File: config.mk
export PLATFORM = sky130hd
export DESIGN_NAME = pipe_hazard_ctrl
export DESIGN_NICKNAME = d
export VERILOG_FILES = /design/src/rtl/pipe_hazard_ctrl.sv
export SDC_FILE = /design/constraint.sdc
export NUM_CORES = 1
export LEC_CHECK = 0
export BUFFER_PORTS_ARGS = -buffer_cell sky130_fd_sc_hd__buf_4
export CAP_MARGIN = 20
export CELL_PAD_IN_SITES_DETAIL_PLACEMENT = 0
export CELL_PAD_IN_SITES_GLOBAL_PLACEMENT = 2
export CORE_UTILIZATION = 25
export CTS_CLUSTER_DIAMETER = 80
export DETAILED_ROUTE_END_ITERATION = 8
export GPL_TIMING_DRIVEN = 0
export HOLD_SLACK_MARGIN = 0.1
export PLACE_DENSITY_LB_ADDON = 0.1
export SLEW_MARGIN = 5
export SYNTH_ARGS = -nofsm -noshare
export SYNTH_HDL_FRONTEND = slang
export SYNTH_SLANG_ARGS = --single-unit
File: constraint.sdc
create_clock -name clk -period 1.8 [get_ports clk]
set_clock_uncertainty 0.05 [all_clocks]
set_input_delay 0.27 -clock clk [delete_from_list [all_inputs] [get_ports clk]]
set_output_delay 0.27 -clock clk [all_outputs]
set_load 0.05 [all_outputs]
File: src/rtl/pipe_hazard_ctrl.sv
// Central stall/flush controller for the 5-stage pipeline: load-use scoreboard,
// data-memory wait freeze, branch flush sequencing and memory timeout flag.
module pipe_hazard_ctrl #(
  parameter int REG_NUM_BITWIDTH = 5,
  parameter int LOAD_LATENCY     = 1,
  parameter int FLUSH_STAGES     = 3,
  parameter int MEM_TIMEOUT      = 255
) (
  input  logic                        clk,
  input  logic                        rst,
  input  logic [REG_NUM_BITWIDTH-1:0] id_Rs1,
  input  logic [REG_NUM_BITWIDTH-1:0] id_Rs2,
  input  logic                        id_useRs1,
  input  logic                        id_useRs2,
  input  logic                        ex_memRead,
  input  logic [REG_NUM_BITWIDTH-1:0] ex_Rd,
  input  logic                        branch_taken,
  input  logic                        mem_req,
  input  logic                        mem_ready,
  output logic                        pc_write,
  output logic                        if_id_write,
  output logic                        id_ex_bubble,
  output logic                        freeze,
  output logic [FLUSH_STAGES-1:0]     flush,
  output logic                        mem_err
);

  localparam int PW = (LOAD_LATENCY > 1) ? $clog2(LOAD_LATENCY) : 1;
  localparam int WW = $clog2(MEM_TIMEOUT + 1);

  typedef enum logic [1:0] {
    ST_RUN      = 2'd0,
    ST_MEM_WAIT = 2'd1,
    ST_FLUSH    = 2'd2
  } state_t;

  state_t                      state_q, state_d;
  logic [PW-1:0]               pend_cnt_q, pend_cnt_d;
  logic [REG_NUM_BITWIDTH-1:0] pend_rd_q, pend_rd_d;
  logic                        held_branch_q, held_branch_d;
  logic [WW-1:0]               wait_cnt_q, wait_cnt_d;
  logic                        mem_err_q, mem_err_d;

  logic mem_stall;
  logic branch_act;
  logic ex_hit;
  logic pend_hit;
  logic timeout_now;

  // Once in MEM_WAIT the freeze holds until the memory answers, even if mem_req drops.
  always_comb begin
    mem_stall   = (state_q == ST_MEM_WAIT) ? !mem_ready : (mem_req && !mem_ready);
    branch_act  = !mem_stall && (branch_taken || (state_q == ST_FLUSH));
    ex_hit      = ex_memRead && (ex_Rd != '0) &&
                  ((id_useRs1 && (id_Rs1 == ex_Rd)) || (id_useRs2 && (id_Rs2 == ex_Rd)));
    pend_hit    = (pend_cnt_q != '0) && (pend_rd_q != '0) &&
                  ((id_useRs1 && (id_Rs1 == pend_rd_q)) || (id_useRs2 && (id_Rs2 == pend_rd_q)));
    timeout_now = mem_stall && (wait_cnt_q >= WW'(MEM_TIMEOUT - 1));
  end

  always_comb begin
    pc_write     = 1'b1;
    if_id_write  = 1'b1;
    id_ex_bubble = 1'b0;
    freeze       = 1'b0;
    flush        = '0;
    mem_err      = !rst && (mem_err_q || timeout_now);
    if (rst) begin
      pc_write    = 1'b0;
      if_id_write = 1'b0;
      flush       = '1;
    end else if (mem_stall) begin
      pc_write    = 1'b0;
      if_id_write = 1'b0;
      freeze      = 1'b1;
    end else if (branch_act) begin
      flush       = '1;
    end else if (ex_hit || pend_hit) begin
      pc_write     = 1'b0;
      if_id_write  = 1'b0;
      id_ex_bubble = 1'b1;
    end
  end

  // A branch seen while frozen is replayed from FLUSH in the cycle after release.
  always_comb begin
    state_d       = ST_RUN;
    pend_cnt_d    = pend_cnt_q;
    pend_rd_d     = pend_rd_q;
    held_branch_d = held_branch_q;
    wait_cnt_d    = '0;
    mem_err_d     = mem_err_q || timeout_now;
    if (mem_stall) begin
      state_d       = ST_MEM_WAIT;
      held_branch_d = held_branch_q || branch_taken;
      wait_cnt_d    = (wait_cnt_q < WW'(MEM_TIMEOUT)) ? wait_cnt_q + WW'(1) : wait_cnt_q;
    end else if (branch_act) begin
      held_branch_d = 1'b0;
      pend_cnt_d    = '0;
    end else begin
      if ((state_q == ST_MEM_WAIT) && held_branch_q) begin
        state_d = ST_FLUSH;
      end
      if (ex_memRead) begin
        pend_rd_d  = ex_Rd;
        pend_cnt_d = PW'(LOAD_LATENCY - 1);
      end else if (pend_cnt_q != '0) begin
        pend_cnt_d = pend_cnt_q - PW'(1);
      end
    end
  end

  always_ff @(posedge clk) begin
    if (rst) begin
      state_q       <= ST_RUN;
      pend_cnt_q    <= '0;
      pend_rd_q     <= '0;
      held_branch_q <= 1'b0;
      wait_cnt_q    <= '0;
      mem_err_q     <= 1'b0;
    end else begin
      state_q       <= state_d;
      pend_cnt_q    <= pend_cnt_d;
      pend_rd_q     <= pend_rd_d;
      held_branch_q <= held_branch_d;
      wait_cnt_q    <= wait_cnt_d;
      mem_err_q     <= mem_err_d;
    end
  end

endmodule

; Word level (Yosys, flattened, before mapping)
; Cells that the tools add are included.
[totals]
reg_bits = 18
output_inout_bits = 8
[classes]
n_addsub = 2
magnitude_cmp = 2
n_eq_ne = 6
muxes = 22
n_bitwise = 2
n_reduce_logical = 28
[ops]
columns = op, count
row1 = $eq 5x5->1, 4
row2 = $mux 1, 18
row3 = $logic_and 1x1->1, 13
row4 = $reduce_bool 5->1, 2
row5 = $mux 3, 3
row6 = $add 8x1->8 const B, 1
row7 = $ge 8x8->1 const B, 1
row8 = $lt 8x8->1 const B, 1
row9 = $logic_or 1x1->1, 6
row10 = $logic_not 1->1, 3
row11 = $reduce_and 3->1, 1
row12 = $reduce_or 3->1, 1
row13 = $eq 2x1->1 const B, 1
row14 = $eq 2x2->1 const B, 1
row15 = $mux 2, 1
row16 = $not 1->1, 2
row17 = $reduce_bool 2->1, 1
row18 = $reduce_or 2->1, 1
row19 = $sub 1x1->1 const B, 1

; Longest topological paths before layout
[logic_depth]
depth_word = 9
mapped_depth = 5

; Least setup slack after synthesis
; OpenSTA, ideal clock, no wires.
[synth_path]
path_type = input to output
start = input port ex_Rd[0]
end = output port pc_write
arrival_time_ps = 2166
required_time_ps = 1480
slack_ps = -686
path_stages = 4
path_cell_list = or4_1 o211a_1 a21oi_1 buf_4
[synth_via]
elab_chain_len = 9
[synth_lines]
columns = element, line
row1 = from (decl), 16  ; input logic [REG_NUM_BITWIDTH-1:0] ex_Rd,
row2 = $eq 5x5->1, 55  ; ((id_useRs1 && (id_Rs1 == ex_Rd)) || (id_useRs2 && (id_Rs2 == ex_Rd)));
row3 = $logic_and 1x1->1, 55
row4 = $logic_or 1x1->1, 55
row5 = $logic_and 1x1->1 (*), 54  ; ex_hit = ex_memRead && (ex_Rd != '0) &&
row6 = $logic_or 1x1->1 (*), 78  ; end else if (ex_hit || pend_hit) begin
row7 = $mux 1 (*) (4 in a row), --
row8 = to (decl), 20  ; output logic pc_write,
; Mark *: on every way between the ends. The rest lies on a longest branch, timed or not.

; Final worst setup path
[layout_path]
start = input port ex_Rd[0]
end = output port pc_write
[layout_via]
elab_chain_len = 9
[layout_lines]
columns = element, line
row1 = $eq 5x5->1, 55
row2 = $logic_and 1x1->1, 55
row3 = $logic_or 1x1->1, 55
row4 = $logic_and 1x1->1 (*), 54
row5 = $logic_or 1x1->1 (*), 78
row6 = $mux 1 (*), 78
row7 = $mux 1 (*), 76  ; end else if (branch_act) begin
row8 = $mux 1 (*), 72  ; end else if (mem_stall) begin
row9 = $mux 1 (*), 68  ; if (rst) begin
; Marked as above.

==> report_table.html <==
<table>
<tr><th>Metric</th><th>Value</th></tr>
<tr><th colspan="2">Routing</th></tr>
<tr><td>Via density per instance</td><td>4.71</td></tr>
<tr><td>Antenna-violating nets left</td><td>0</td></tr>
<tr><td>First drt pass iteration count</td><td>4</td></tr>
<tr><td>Wire length per cell</td><td>11.4 um</td></tr>
<tr><td>Remaining DRCs</td><td>0</td></tr>
<tr><td>Number of design-rule violations left by the first detailed-router iteration</td><td>8</td></tr>
<tr><td>Final WL</td><td>1.72 mm</td></tr>
<tr><td>Via count</td><td>706</td></tr>
<tr><th colspan="2">Hold path</th></tr>
<tr><td>Type of the tightest min-delay check</td><td>in2reg</td></tr>
<tr><th colspan="2">Worst setup path</th></tr>
<tr><td>Required time worst endpoint</td><td>1.48 ns</td></tr>
<tr><td>Category of the most critical setup path</td><td>in2out</td></tr>
<tr><td>Startpoint types</td><td>input pin</td></tr>
<tr><td>Arrival time at the worst endpoint</td><td>1.54 ns</td></tr>
<tr><td>Max FO, Critical Path</td><td>2</td></tr>
<tr><td>Crit path capture type</td><td>output pin</td></tr>
<tr><th colspan="2">Logic synthesis</th></tr>
<tr><td>Synthesized cell area</td><td>701 um^2</td></tr>
<tr><td>Gate count after technology mapping</td><td>82</td></tr>
<tr><td>Warnings from Yosys</td><td>0</td></tr>
<tr><td>Commonest register cell after synthesis</td><td>sky130_fd_sc_hd__dfxtp_1</td></tr>
<tr><td>Share of synthesized area occupied by flip-flops and latches</td><td>0.343</td></tr>
<tr><td>Post-synthesis cell type count</td><td>26</td></tr>
<tr><td>Fraction of registers with async set/reset</td><td>0</td></tr>
<tr><td>Post-synthesis cell type with the largest combined area</td><td>sky130_fd_sc_hd__dfxtp_1</td></tr>
<tr><td>Net Count, Synth</td><td>107</td></tr>
<tr><td>Cells taking the most area after synthesis</td><td>sky130_fd_sc_hd__dfxtp_1, sky130_fd_sc_hd__xnor2_1, sky130_fd_sc_hd__a21oi_1, sky130_fd_sc_hd__nor2_1, sky130_fd_sc_hd__ha_1</td></tr>
<tr><td>Most numerous cell in the Yosys netlist</td><td>sky130_fd_sc_hd__xnor2_1</td></tr>
<tr><td>Number of enable-type register cells in the synthesized netlist</td><td>0</td></tr>
<tr><td>Leading post-synthesis cells by instance count</td><td>sky130_fd_sc_hd__xnor2_1, sky130_fd_sc_hd__dfxtp_1, sky130_fd_sc_hd__nor2_1</td></tr>
<tr><td>Area share of the largest cell type after synthesis</td><td>0.343</td></tr>
<tr><td>Number of flip-flops and latches in the synthesized netlist</td><td>12</td></tr>
<tr><td>Synthesized area divided by synthesized cell count</td><td>8.54 um^2</td></tr>
<tr><th colspan="2">Floorplan</th></tr>
<tr><td>Width of the chip</td><td>54.9 um</td></tr>
<tr><td>Floorplan die area</td><td>3020 um^2</td></tr>
<tr><td>Total I/O pin count</td><td>31</td></tr>
<tr><td>Starting density of the core</td><td>0.273</td></tr>
<tr><td>Row Count</td><td>18</td></tr>
<tr><td>Height of the die</td><td>54.9 um</td></tr>
<tr><td>Core Region</td><td>2570 um^2</td></tr>
<tr><th colspan="2">STA</th></tr>
<tr><td>Clock period minus worst slack</td><td>1.86 ns</td></tr>
<tr><td>Tightest Pin Transition</td><td>0.259 ns</td></tr>
<tr><td>Final period utilization</td><td>1.03</td></tr>
<tr><td>Setup repair after global routing missed its margin</td><td>yes</td></tr>
<tr><td>Final setup violating endpoints</td><td>3</td></tr>
<tr><td>Final hold violations</td><td>0</td></tr>
<tr><td>Total Neg Setup Slack</td><td>-0.0921 ns</td></tr>
<tr><td>Final critical-path setup slack</td><td>-0.0594 ns</td></tr>
<tr><td>Max frequency</td><td>538 MHz</td></tr>
<tr><td>Headroom to the max-slew limit</td><td>0.825</td></tr>
<tr><td>Max Slew Vio Count</td><td>0</td></tr>
<tr><th colspan="2">Clock network</th></tr>
<tr><td>Insertion delay to the later sink of the worst-skew pair</td><td>0.27 ns</td></tr>
<tr><td>Clock transition at path regs</td><td>0.08 ns</td></tr>
<tr><td>Root cell of the clock tree</td><td>sky130_fd_sc_hd__clkbuf_4</td></tr>
<tr><td>Number of buffers inserted during clock tree synthesis</td><td>3</td></tr>
<tr><td>Clock buffer depth</td><td>2</td></tr>
<tr><td>Clock sink total</td><td>12</td></tr>
<tr><td>Maximum level of the CTS H-tree</td><td>1</td></tr>
<tr><td>Number of buffers inserted for hold repair after clock tree synthesis</td><td>0</td></tr>
<tr><td>Clock tree from TritonCTS</td><td>yes</td></tr>
<tr><th colspan="2">Final layout</th></tr>
<tr><td>Count of inserted antenna diode cells</td><td>0</td></tr>
<tr><td>Number of cells in the finished layout apart from fillers</td><td>150</td></tr>
<tr><td>Fraction of layout cells with a size suffix above 1</td><td>0.475</td></tr>
<tr><td>Fillcell total</td><td>262</td></tr>
<tr><td>Share of the core filled with cells</td><td>0.449</td></tr>
<tr><td>Synth-to-layout area growth</td><td>64.6%</td></tr>
<tr><td>Final net count</td><td>146</td></tr>
<tr><th colspan="2">Power</th></tr>
<tr><td>Leak pwr</td><td>0.512 nW</td></tr>
<tr><td>Peak VDD IR</td><td>0.398 mV</td></tr>
<tr><td>P per Cell Area</td><td>577 nW/um^2</td></tr>
<tr><th colspan="2">Global route</th></tr>
<tr><td>Total routing resource utilization after global routing</td><td>0.126</td></tr>
<tr><td>Initial antenna violation count</td><td>0</td></tr>
<tr><td>Leftover overflow at the end of global routing</td><td>0</td></tr>
<tr><td>Global-route wire length before repair</td><td>2.58 mm</td></tr>
<tr><td>Via count of the first global-routing pass</td><td>658</td></tr>
<tr><td>Largest net degree at the start of global routing</td><td>11</td></tr>
<tr><th colspan="2">Placed design</th></tr>
<tr><td>I/O Buffers</td><td>30</td></tr>
<tr><td>DPL Wire Length</td><td>1.27 mm</td></tr>
<tr><td>Total instance count after detailed placement</td><td>142</td></tr>
<tr><td>Weighted congestion reported at the end of routability-driven placement</td><td>0.750</td></tr>
<tr><td>Post-placement setup slack</td><td>-0.145 ns</td></tr>
<tr><th colspan="2">Job</th></tr>
<tr><td>Number of maximum-capacitance constraint violations</td><td>0</td></tr>
<tr><th colspan="2">Run status</th></tr>
<tr><td>Run status</td><td>complete, but fails checks</td></tr>
<tr><td>Violated checks</td><td>negative setup slack</td></tr>
</table>
[layout by cell type, fill, tap and decap left out, types with 2 or more instances in the layout]
cell,instances
sky130_fd_sc_hd__a31oi_1,2
sky130_fd_sc_hd__a21oi_1,3
sky130_fd_sc_hd__buf_8,3
sky130_fd_sc_hd__dfxtp_1,9
sky130_fd_sc_hd__ha_1,2
sky130_fd_sc_hd__clkbuf_4,3
sky130_fd_sc_hd__nand3_1,4
sky130_fd_sc_hd__nand2_1,3
sky130_fd_sc_hd__a211oi_1,2
sky130_fd_sc_hd__nand2b_4,2
sky130_fd_sc_hd__buf_6,6
sky130_fd_sc_hd__inv_1,5
sky130_fd_sc_hd__and3_1,3
sky130_fd_sc_hd__buf_4,29
sky130_fd_sc_hd__xnor2_1,13
sky130_fd_sc_hd__a21oi_4,2
sky130_fd_sc_hd__nor2_1,7
sky130_fd_sc_hd__nand4_1,2
sky130_fd_sc_hd__dfxtp_2,3
[final timing paths]
check	startpoint	to	slack (ns)	depth (start not counted)
setup reg to reg	wait_cnt_q[0]	wait_cnt_q[1]	0.26	6
hold / removal	branch_taken	state_q[1]	0.12	2
hold reg to reg	held_branch_q	held_branch_q	0.42	2
setup / recovery	ex_Rd[0]	pc_write	-0.06	6
[critical path: stages]
cell and delay [ns]:
sky130_fd_sc_hd__buf_8 0.09, sky130_fd_sc_hd__or4_4 0.52, sky130_fd_sc_hd__o211a_4 0.25, sky130_fd_sc_hd__a21oi_4 0.16, sky130_fd_sc_hd__buf_6 0.11, sky130_fd_sc_hd__buf_8 0.13
[stage by stage]
step / total power, mW / hold WS [ns] / instance area [um^2]
floorplan: 0.365 / 0.292 / 716
global route: 0.701 / 0.105 / 1150
CTS: 0.662 / 0.112 / 1080
global placement: 0.430 / 0.403 / 978
finish: 0.666 / 0.122 / 1150
detailed placement: 0.431 / 0.406 / 978
[cell type report]
cell class              count  area (um^2)  area share
plain buffers               4         37.5      0.0325
clock buffers               4         36.3      0.0315
inverters                   6         22.5      0.0195
multi-input cells          60          483       0.419
flip-flops and latches     12          244       0.211
well taps                  30         37.5      0.0325
repair buffers             34          293       0.254
[registers in the layout, summed over array words and instances (netlist names)]
| register | count |
|---|---|
| held_branch_q | 1 |
| mem_err_q | 1 |
| state_q | 2 |
| wait_cnt_q | 8 |
[where the power goes]
group / total, mW / internal [mW] / switching (mW)
Combinational: 0.181 / 0.0957 / 0.0857
Sequential: 0.273 / 0.270 / 0.00292
Clock: 0.212 / 0.123 / 0.0891
Total: 0.666 / 0.489 / 0.178
[repair_timing]
action,4_1_cts,5_1_grt
pin swaps,5,5
resized for setup,13,15
endpoints found under the hold margin,0,0
endpoints found under the setup margin,7,7
setup buffers,2,2
[per-layer routing]
metal  vias up  track usage  wire, um
met2        29        0.219       835
met4         0       0.0917        19
met3         2       0.0410       164
li1        361            -         -
met5         -            0         0
met1       314        0.124       699
[cell families (layout without fill, tap and decap cells)]
group,Yosys count,count (layout),share of synthesized area
fa+ha+maj,2,2,0.0357
simple gates,26,26,0.195
mux,1,1,0.0143
xor+xnor,14,14,0.175
flops,12,12,0.343
compound gates,17,17,0.166
buf+inv,10,48,0.0714
(Power assumes the default switching activity.)
